<file path="src/rtl/mem_subword_unit.sv">
// mem_subword_unit: load/store sub-word unit between the datapath and a 32-bit
// data memory with a req/ack handshake.
// - Stores: narrows data to byte/half lanes, replicates it and drives byte enables.
// - Loads: picks the addressed lane and sign- or zero-extends it into RData_OUT.
// - Optional macro MISALIGN_TRAP_EN: misaligned half/word accesses skip memory
//   and complete at once with Misalign_OUT=1. Without it, the offending low
//   address bits are ignored.
module mem_subword_unit #(
    parameter int ADDR_WIDTH = 32,
    parameter int DATA_WIDTH = 32   // four byte lanes; no other width is supported
) (
    input  logic                  clk,
    input  logic                  rst_n,
    input  logic                  Req_IN,
    input  logic                  WE_IN,
    input  logic [1:0]            Size_IN,
    input  logic                  Unsigned_IN,
    input  logic [ADDR_WIDTH-1:0] Addr_IN,
    input  logic [DATA_WIDTH-1:0] WData_IN,
    output logic                  Busy_OUT,
    output logic                  Done_OUT,
    output logic [DATA_WIDTH-1:0] RData_OUT,
    output logic                  Misalign_OUT,
    output logic                  MemReq_OUT,
    output logic                  MemWE_OUT,
    output logic [ADDR_WIDTH-1:0] MemAddr_OUT,
    output logic [3:0]            MemBE_OUT,
    output logic [DATA_WIDTH-1:0] MemWData_OUT,
    input  logic [DATA_WIDTH-1:0] MemRData_IN,
    input  logic                  MemAck_IN
);

    typedef enum logic [1:0] {
        ST_IDLE   = 2'd0,
        ST_ACCESS = 2'd1,
        ST_DONE   = 2'd2
    } state_t;

    localparam logic [1:0] SZ_BYTE = 2'b00;
    localparam logic [1:0] SZ_HALF = 2'b01;

    state_t                  r_state;
    state_t                  w_state_nxt;

    logic [1:0]              r_size;
    logic                    r_unsigned;
    logic [1:0]              r_addr_lo;
    logic                    r_misalign;
    logic [DATA_WIDTH-1:0]   r_rdata;
    logic                    r_mem_we;
    logic [ADDR_WIDTH-1:0]   r_mem_addr;
    logic [3:0]              r_mem_be;
    logic [DATA_WIDTH-1:0]   r_mem_wdata;

    logic                    w_accept;
    logic                    w_misalign;
    logic [3:0]              w_be_req;
    logic [DATA_WIDTH-1:0]   w_wdata_req;
    logic [DATA_WIDTH-1:0]   w_lane;
    logic [15:0]             w_half;
    logic [DATA_WIDTH-1:0]   w_load_ext;

    assign w_accept = (r_state == ST_IDLE) && Req_IN;

`ifdef MISALIGN_TRAP_EN
    assign w_misalign = ((Size_IN == SZ_HALF) && Addr_IN[0]) ||
                        (Size_IN[1] && (Addr_IN[1:0] != 2'b00));
`else
    assign w_misalign = 1'b0;
`endif

    // Byte enables and lane-replicated store data for the incoming request.
    always_comb begin
        // NOTE: every combinational output gets a default first so no path leaves it unassigned (no latch).
        w_be_req    = 4'b1111;
        w_wdata_req = WData_IN;
        case (Size_IN)
            SZ_BYTE: begin
                w_be_req    = 4'b0001 << Addr_IN[1:0];
                w_wdata_req = {4{WData_IN[7:0]}};
            end
            SZ_HALF: begin
                w_be_req    = Addr_IN[1] ? 4'b1100 : 4'b0011;
                w_wdata_req = {2{WData_IN[15:0]}};
            end
            default: ;  // word and reserved size behave as a full word
        endcase
    end

    // Lane selection and extension of the returned memory word.
    assign w_lane = MemRData_IN >> {r_addr_lo, 3'b000};
    assign w_half = r_addr_lo[1] ? MemRData_IN[31:16] : MemRData_IN[15:0];

    always_comb begin
        w_load_ext = MemRData_IN;
        case (r_size)
            SZ_BYTE: w_load_ext = r_unsigned ? {24'h0, w_lane[7:0]}
                                             : {{24{w_lane[7]}}, w_lane[7:0]};
            SZ_HALF: w_load_ext = r_unsigned ? {16'h0, w_half}
                                             : {{16{w_half[15]}}, w_half};
            default: ;
        endcase
    end

    // State register.
    always_ff @(posedge clk or negedge rst_n) begin
        // NOTE: sequential state uses non-blocking assignments so every flop samples pre-edge values.
        if (!rst_n) r_state <= ST_IDLE;
        else        r_state <= w_state_nxt;
    end

    // Next-state logic and state-decoded handshake outputs.
    always_comb begin
        w_state_nxt  = r_state;
        Busy_OUT     = 1'b1;
        Done_OUT     = 1'b0;
        MemReq_OUT   = 1'b0;
        Misalign_OUT = 1'b0;
        case (r_state)
            ST_IDLE: begin
                Busy_OUT = 1'b0;
                if (Req_IN) w_state_nxt = w_misalign ? ST_DONE : ST_ACCESS;
            end
            ST_ACCESS: begin
                MemReq_OUT = 1'b1;
                if (MemAck_IN) w_state_nxt = ST_DONE;
            end
            ST_DONE: begin
                Done_OUT     = 1'b1;
                Misalign_OUT = r_misalign;
                w_state_nxt  = ST_IDLE;
            end
            default: w_state_nxt = ST_IDLE;
        endcase
    end

    // Request capture on acceptance and load result capture on ack.
    always_ff @(posedge clk or negedge rst_n) begin
        if (!rst_n) begin
            r_size      <= 2'b00;
            r_unsigned  <= 1'b0;
            r_addr_lo   <= 2'b00;
            r_misalign  <= 1'b0;
            r_rdata     <= '0;
            r_mem_we    <= 1'b0;
            r_mem_addr  <= '0;
            r_mem_be    <= 4'b0000;
            r_mem_wdata <= '0;
        end else begin
            if (w_accept) begin
                r_size      <= Size_IN;
                r_unsigned  <= Unsigned_IN;
                r_addr_lo   <= Addr_IN[1:0];
                r_misalign  <= w_misalign;
                r_mem_we    <= WE_IN;
                r_mem_addr  <= {Addr_IN[ADDR_WIDTH-1:2], 2'b00};
                r_mem_be    <= w_be_req;
                r_mem_wdata <= w_wdata_req;
            end
            if ((r_state == ST_ACCESS) && MemAck_IN && !r_mem_we) begin
                r_rdata <= w_load_ext;
            end
        end
    end

    assign RData_OUT    = r_rdata;
    assign MemWE_OUT    = r_mem_we;
    assign MemAddr_OUT  = r_mem_addr;
    assign MemBE_OUT    = r_mem_be;
    assign MemWData_OUT = r_mem_wdata;

endmodule

</file>
<file path="config.mk">
export PLATFORM = sky130hd
export DESIGN_NAME = mem_subword_unit
export DESIGN_NICKNAME = d
export VERILOG_FILES = /design/src/rtl/mem_subword_unit.sv
export SDC_FILE = /design/constraint.sdc
export NUM_CORES = 1
export LEC_CHECK = 0
export BUFFER_PORTS_ARGS = -buffer_cell sky130_fd_sc_hd__buf_4
export CAP_MARGIN = 15
export CORE_UTILIZATION = 52
export DETAILED_ROUTE_END_ITERATION = 10
export GPL_ROUTABILITY_DRIVEN = 1
export GPL_TIMING_DRIVEN = 0
export PLACE_DENSITY = 0.86
export SETUP_SLACK_MARGIN = 0.15
export SYNTH_ARGS = -nofsm -noshare
export SYNTH_HDL_FRONTEND = slang
export SYNTH_SLANG_ARGS = --single-unit
</file>
<file path="constraint.sdc">
create_clock -name clk -period 3.7 [get_ports clk]
set_input_delay 1.11 -clock clk [delete_from_list [all_inputs] [get_ports clk]]
set_output_delay 1.11 -clock clk [all_outputs]
set_load 0.05 [all_outputs]
</file>
==> results of run 1 <==
## area by class of cell
cell class / count / area (sq um)
Buffer: 38 / 206
Clock inverter: 6 / 75.1
Timing Repair Buffer: 205 / 1560
Fill cell: 671 / 2330
Multi-Input combinational cell: 375 / 2100
Inverter: 5 / 18.8
Sequential cell: 106 / 2650
Tap cell: 129 / 161
Clock buffer: 10 / 138
## where the power goes
group	internal, mW	switching (mW)	total [mW]	leakage [nW]
clock network	0.340	0.415	0.755	0.105
registers	1.66	0.368	2.03	1.29
logic	1.17	2.73	3.90	2.08
total	3.17	3.52	6.68	3.48
## kinds of logic (layout without fill, tap and decap cells)
| family | after synthesis | count (layout) |
|---|---|---|
| flip-flops | 106 | 106 |
| multiplexers | 35 | 35 |
| other | 1 | 3 |
| AND/OR/NAND/NOR | 212 | 212 |
| buffers and inverters | 43 | 264 |
| AO/OA/AOI/OAI | 125 | 125 |
## placed cells by master (no fill, tap or decap), drive strengths merged
cell type	count
bufinv	1
a31oi	4
and4bb	1
a222oi	6
o311ai	1
buf	236
o211ai	16
o21bai	1
mux2	8
mux2i	27
nor3	3
clkbuf	17
inv	6
a221oi	1
nand2	169
dfrtp	106
and2	4
nor2b	4
clkinvlp	1
nand4bb	1
nand2b	3
o21ai	62
or3	8
conb	3
or2b	1
nor2	17
nor4	1
clkinv	3
a21oi	34
## metal layers
metal	vias to the layer above	routed length [um]
met3	39	1350
li1	2200	-
met5	-	0
met1	2219	5950
met4	0	535
met2	225	6830
## final timing paths
check | startpoint | endpoint | slack (ns) | cells after the start
min in group asynchronous | rst_n | RData_OUT[13] | 0.69 | 1
min reg2reg | MemAddr_OUT[14] | MemAddr_OUT[14] | 0.49 | 2
max reg2reg | MemWE_OUT | RData_OUT[12] | 2.10 | 5
min | MemAddr_OUT[14] | MemAddr_OUT[14] | 0.49 | 2
max | r_state[0] | MemReq_OUT | 1.24 | 3
max in group asynchronous | rst_n | MemAddr_OUT[22] | 2.30 | 2
## metrics by stage
step	area [sq um]	worst slack [ns]
after detailed placement	6700	1.34
after global placement	6670	1.38
after CTS	6910	1.23
final	6910	1.24
after global routing	6910	1.17
after floorplan	4980	1.46
## worst register-to-register path: stages, from the launching register on
cell,delay (ns)
dfrtp_1,0.43
nand4bb_4,0.31
clkbuf_1,0.24
or3_1,0.34
o21ai_0,0.11
a21oi_2,0.05
## registers in the layout, indices dropped and copies added, names as in the netlist
name,cells
MemAddr_OUT,30
r_size,2
MemWData_OUT,32
RData_OUT,32
r_addr_lo,2
MemBE_OUT,4
r_unsigned,1
MemWE_OUT,1
r_state,2
==> metrics.txt, run 1 <==
status=finished, final reports clean; Die Ht=around 100 um; vias in the first global route=roughly 4.7k; slew at the pin closest to its max-slew limit=between 0.5 and 0.6 ns; sequential-to-total area share from yosys stat=0.534; hold buffers post-CTS=0; layout cells sized above 1=0.376; Clock Skew=0.0129 ns; CTS tree=done; port bufs=204; All-Layer GR Usage=0.298; Tot Pwr=around 6.7 mW; DPL Wire Length=between 10 and 15 mm; Core Box Area=9240 sq um; Adder-Cell Fraction of Synth Area=0; GRT overflow=0; element type at the critical path end=primary output; max cap viols=0; Buffers & Inverters on Critical Path=2; synth cell count leaders=169 x nand2_1, 106 x dfrtp_1, 40 x o21ai_1; fin. max-slew vios=0; 1st-pass router iterations=4; count leader, synth=nand2_1; total CTS buffers=9; Arrival @ worst endpoint=approximately 1.4 ns; postcts setup bufs=0; Non-Filler Instances=874; row cnt=35; clk slew on worst S/H paths=between 0.1 and 0.15 ns; nets=between 800 and 900; initial antenna violation count=0; CP max stage delay=between 0.4 and 0.5 ns; Synth Warn #=0; Syn-to-layout area delta=39.0%; clock tree buffer depth=2; largest net degree at the start of global routing=72; CTS H-tree depth=3; GPL Wtd Cong=~0.86; CP delay by family, top=flip-flops; Layout Utilization=0.748; setup repair after global routing missed its margin=false; share of the synthesized area in the top cell type=0.534; CP Launch Type=flop; Synth Instances=about 520; Post-route DRC=0; Crit Path Category=reg2out; Die Wd=~100 um; setup TNS=0 ns; Final Hold Fails=0; top cells by area, synth=dfrtp_1 53%, nand2_1 13%, mux2i_1 5.4%; global route hottest layer=met2; remaining antenna violation count=0; dpl cells=between 800 and 900; multiplexer area fraction after synthesis=0.0725; Req. time, crit path=2.59 ns; crit path max fanout=5; final period utilization=0.665; Min-Delay Path Class=reg2reg; post-synthesis compound-gate area fraction=0.160; Synth Cell Area=4970 sq um; Initial Utilization=0.538; drt first-iter violations=187; synthesized area per cell=9.52 sq um; CTS sink cnt=approximately 110; Synth Area in Simple Gates=0.187; Global Route met2 Usage=0.477; Routed WL per cell=about 17 um; crit path cell chain=or2b_1 -> inv_1 -> buf_4; CP max stage cell=dfrtp_1; io pins=between 200 and 250; antenna cell count=0; pwr dens=967 nW/um^2; f_max=around 0.4 GHz; Synth cell types=36; via-per-instance ratio=around 5.4; Root Driver=clkbuf_8; Worst-Skew Late Latency=roughly 0.37 ns; global-route wire length before repair=~23 mm; Post-synth EDFFs=0; met3 Usage GRT=0.0745; Slew headroom=0.632; met1 global-route usage=0.382; Peak VDD IR=between 0.0006 and 0.0007 V; main combinational cell family by area after synthesis=simple AND/OR/NAND/NOR gates; Vias=roughly 4.7k; main flop type after synthesis=dfrtp_1; largest area contributor in the netlist=dfrtp_1; Die ar.=~10000 sq um; XOR/XNOR share of the synthesized area=0; final wirelength=around 15 mm; post-CTS sizing=0; Leak=between 3 and 4 nW; Fin Hold WS=0.487 ns; Final setup violation count=0; ys async rst share=1.00; #FFs+latches synth=between 100 and 150; min Tclk post-route=roughly 2.5 ns
(Power assumes the default switching activity.)
==> run 2: changes to the inputs <==
--- a/config.mk
+++ b/config.mk
@@ -7,11 +7,11 @@
 export LEC_CHECK = 0
 export BUFFER_PORTS_ARGS = -buffer_cell sky130_fd_sc_hd__buf_4
 export CAP_MARGIN = 15
-export CORE_UTILIZATION = 52
+export CORE_UTILIZATION = 43
 export DETAILED_ROUTE_END_ITERATION = 10
 export GPL_ROUTABILITY_DRIVEN = 1
 export GPL_TIMING_DRIVEN = 0
-export PLACE_DENSITY = 0.86
+export PLACE_DENSITY = 0.76
 export SETUP_SLACK_MARGIN = 0.15
 export SYNTH_ARGS = -nofsm -noshare
 export SYNTH_HDL_FRONTEND = slang
==> constraint.sdc (replaced) <==
create_clock -name clk -period 2.1 [get_ports clk]
set_input_delay 0.63 -clock clk [delete_from_list [all_inputs] [get_ports clk]]
set_output_delay 0.63 -clock clk [all_outputs]
set_load 0.05 [all_outputs]
==> run 2 against run 1 <==
  * Non-clock buffer count up 2
  * Sequential share of layout area decreased by 0.62 points
  * Power up 82%
  * Clock power up 120%
  * Via count increased by 1.2%
  * Highest routed layer unchanged
==> metrics.txt, run 2 (synthesized netlist as in run 1, its figures left out) <==
Layout Utilization=0.637; clk slew on worst S/H paths=approximately 0.07 ns; setup repair after global routing missed its margin=false; Buffers & Inverters on Critical Path=2; antenna cell count=0; drt first-iter violations=321; Leak=3.53 nW; min Tclk post-route=approximately 1.9 ns; Tot Pwr=approximately 12 mW; 1st-pass router iterations=8; Peak VDD IR=0.00115 V; Worst-Skew Late Latency=about 0.34 ns; largest net degree at the start of global routing=71; GPL Wtd Cong=~0.91; f_max=0.530 GHz; clock tree buffer depth=2; io pins=209; max cap viols=0; CP max stage delay=0.43 ns; Vias=between 4k and 5k; GRT overflow=0; CP Launch Type=flop; element type at the critical path end=primary output; crit path max fanout=4; DPL Wire Length=roughly 12 mm; setup TNS=0 ns; Clock Skew=0.00489 ns; total CTS buffers=9; remaining antenna violation count=0; CP delay by family, top=flip-flops; most frequent cells in the layout=210 x buf_4, 169 x nand2_1, 105 x dfrtp_1; global-route wire length before repair=approximately 24 mm; fin. max-slew vios=0; final wirelength=roughly 15 mm; leading cell type in the layout, fill and taps excluded=buf_4; hold buffers post-CTS=0; Root Driver=clkbuf_16; CTS tree=done; CP max stage cell=dfrtp_2; final period utilization=0.899; Die ar.=12000 sq um; Core Box Area=11000 sq um; most used cell, CP=buf_4; Post-route DRC=0; initial antenna violation count=0; Req. time, crit path=roughly 1.5 ns; CTS H-tree depth=3; row cnt=38; slew at the pin closest to its max-slew limit=between 0.5 and 0.6 ns; via-per-instance ratio=~5.3; All-Layer GR Usage=0.262; Arrival @ worst endpoint=approximately 1.3 ns; Die Wd=roughly 110 um; layout cells sized above 1=0.380; Final Hold Fails=0; Crit Path Category=reg2out; Min-Delay Path Class=in2async; Final setup violation count=0; pwr dens=roughly 1700 nW/um^2; Syn-to-layout area delta=41.4%; status=finished, final reports clean; vias in the first global route=between 4k and 5k; nets=846; Initial Utilization=0.451; Slew headroom=0.618; Routed WL per cell=~17 um; fin worst setup slack=around 0.21 ns; port bufs=between 200 and 250; Die Ht=roughly 110 um; crit path cell chain=buf_4 -> nor2b_1 -> buf_4; pre-CTS setup slack=0.185 ns; CTS sink cnt=between 100 and 150
## run 2: worst register-to-register path: stages, from the launching register on
cell	delay, ns
dfrtp_2	0.43
buf_4	0.15
nand4bb_4	0.13
clkbuf_1	0.32
buf_2	0.30
a21oi_1	0.10
o21ai_1	0.16
## run 2: cell type report
cell class / instances / area, sq um
Timing Repair Buffer: 207 / 1580
Multi-Input combinational cell: 375 / 2100
Clock inverter: 7 / 70.1
Inverter: 5 / 18.8
Clock buffer: 9 / 225
Fill cell: 929 / 4000
Tap cell: 140 / 175
Buffer: 38 / 206
Sequential cell: 106 / 2650
## run 2: report_power, final
group | internal [mW] | switching (mW) | total [mW]
clock | 0.923 | 0.762 | 1.69
combinational | 2.07 | 4.83 | 6.91
sequential | 2.94 | 0.632 | 3.57
## run 2: timing repair
action,4_1_cts,5_1_grt
endpoints found under the setup margin,1,2
buffers inserted,0,2
gates resized for setup,1,2
## run 2: layer usage
metal  track usage  routed length (um)
met1         0.318                6160
met5             0                   0
met4         0.128                 539
met2         0.433                7210
met3        0.0699                1440
## run 2: final timing paths
| check | start | to | slack, ns | cells after the start |
|---|---|---|---|---|
| worst max-delay path | r_state[0] | Done_OUT | 0.21 | 3 |
| worst max register to register | r_state[0] | RData_OUT[21] | 0.44 | 6 |
| worst min-delay path | rst_n | RData_OUT[14] | 0.25 | 1 |
| max in group asynchronous | rst_n | MemAddr_OUT[2] | 1.14 | 2 |
| worst min register to register | MemAddr_OUT[15] | MemAddr_OUT[15] | 0.48 | 2 |
| min in group clk | Addr_IN[21] | MemAddr_OUT[21] | 0.47 | 3 |
## run 2: per-stage QoR
step | cells | cell area [sq um] | hold WS, ns
after floorplan | 524 | 4980 | 0.334
after global placement | 868 | 6680 | 0.462
after detailed placement | 869 | 6710 | 0.463
after CTS | 885 | 7010 | 0.263
after global routing | 887 | 7030 | 0.283
final | 887 | 7030 | 0.249
==> run 3: changes to the inputs <==
--- a/config.mk
+++ b/config.mk
@@ -10,7 +10,6 @@
 export CORE_UTILIZATION = 43
 export DETAILED_ROUTE_END_ITERATION = 10
 export GPL_ROUTABILITY_DRIVEN = 1
-export GPL_TIMING_DRIVEN = 0
 export PLACE_DENSITY = 0.76
 export SETUP_SLACK_MARGIN = 0.15
 export SYNTH_ARGS = -nofsm -noshare
==> run 3 against run 2 <==
  * Clock-buffer cell count grew 2
  * Die area unchanged
  * Worst hold slack worse by 0.014 ns
  * Setup slack gained 0.013 ns
  * Global-route usage decreased by 1.6 points
  * Register-to-register slack worse by 0.13 ns
==> metrics.txt, run 3 (synthesized netlist as in run 1, its figures left out) <==
Die Wd=between 100 and 150 um; slew at the pin closest to its max-slew limit=about 0.50 ns; area of the multi-input gates=~2100 sq um; Req. time, crit path=1.47 ns; antenna cell count=0; Die ar.=~12000 sq um; CP Launch Type=flop; initial antenna violation count=0; status=finished, final reports clean; clk slew on worst S/H paths=0.07 ns; GRT overflow=0; final period utilization=0.893; All-Layer GR Usage=0.247; CTS tree=done; fin worst setup slack=0.225 ns; Worst-Skew Late Latency=roughly 0.34 ns; Syn-to-layout area delta=39.7%; Initial Utilization=0.451; element type at the critical path end=primary output; final wirelength=around 14 mm; total CTS buffers=9; Peak VDD IR=about 0.0011 V; post-route design area=between 6000 and 7000 sq um; io pins=around 210; Final Hold Fails=0; Post-DP Area=~6600 sq um; Arrival @ worst endpoint=between 1 and 1.5 ns; Leak=approximately 3.5 nW; nets=a little over 800; f_max=about 0.53 GHz; CTS H-tree depth=3; pre-CTS setup slack=0.286 ns; crit path max fanout=5; Clock Skew=approximately 0.0076 ns; Tot Pwr=~12 mW; max cap viols=0; clock tree buffer depth=2; Final setup violation count=0; global-route wire length before repair=between 20 and 25 mm; Die Ht=approximately 110 um; Crit Path Category=reg2out; leading cell type in the layout, fill and taps excluded=buf_4; remaining antenna violation count=0; Post-route DRC=0; setup TNS=0 ns; pwr dens=about 1700 nW/um^2; largest net degree at the start of global routing=a little over 60; most frequent cells in the layout=214 x buf_4, 168 x nand2_1, 105 x dfrtp_1; Fill cells=roughly 940; CTS sink cnt=between 100 and 150; setup repair after global routing missed its margin=false; flop2flop setup slack=just over 0.3 ns; 1st-pass router iterations=5; GPL Wtd Cong=around 0.88; Min-Delay Path Class=in2async; row cnt=38; Fin Hold WS=between 0.2 and 0.25 ns; reg2reg start=r_addr_lo[1]; drt first-iter violations=roughly 240; DPL Wire Length=11.1 mm; Layout Utilization=0.629; dpl cells=roughly 850; R2R cell count=5; RR Endpoint=RData_OUT[20]; min Tclk post-route=between 1.5 and 2 ns; Core Box Area=around 11000 sq um; Routed WL per cell=between 15 and 20 um; Slew headroom=0.667; via-per-instance ratio=approximately 5.2; Worst setup startpoint=r_state[0]; vias in the first global route=about 4.4k; port bufs=around 210; Vias=roughly 4.5k; layout cells sized above 1=0.368; FF/Latch Area=2650 sq um; fin. max-slew vios=0; Non-Filler Instances=~860; Root Driver=clkbuf_16
run 3: cell types whose count changed in the layout (fill, tap and decap cells not counted), sizes merged:
cell and change:
buf -19, inv +2, clkinvlp -1, clkinv -3
clkbuf -5
run 3: layout make-up:
type / count / area share
clock buffer: 11 / 0.0335
clock inverter: 5 / 0.00883
inverter: 5 / 0.00270
multi-input combinational: 375 / 0.303
sequential: 106 / 0.382
tap: 140 / 0.0252
timing repair buffer: 219 / 0.245
run 3: critical path: stages (launching register included):
cell and delay (ns):
dfrtp_2 0.42, or2b_1 0.27, inv_2 0.06, buf_6 0.15
run 3: worst max path at each step:
stage	cells past startpoint	slack [ns]	to
floorplan	1	0.34	Done_OUT
global placement	6	0.34	RData_OUT[18]
detailed placement	6	0.29	RData_OUT[16]
CTS	3	0.18	MemReq_OUT
global route	3	0.16	Busy_OUT
finish	3	0.22	MemReq_OUT
run 3: repair_timing:
item,in CTS,in global routing
setup buffers,0,0
endpoints found under the hold margin,0,0
pin swaps,0,0
gates cloned,0,0
resized for setup,1,2
hold buffers,0,0
endpoints found under the setup margin,1,1
run 3: power breakdown:
group / switching, mW / internal (mW) / total [mW]
Sequential: 0.672 / 2.93 / 3.61
Clock: 0.750 / 0.935 / 1.69
Combinational: 4.73 / 2.02 / 6.75
Total: 6.15 / 5.89 / 12.0
run 3: metal layers:
| metal | share of wire | vias up | track usage |
|---|---|---|---|
| met5 | 0 | - | 0 |
| met4 | 0.022 | 0 | 0.101 |
| met3 | 0.099 | 25 | 0.0694 |
| met2 | 0.50 | 206 | 0.423 |
| met1 | 0.38 | 2096 | 0.291 |
| li1 | - | 2147 | - |
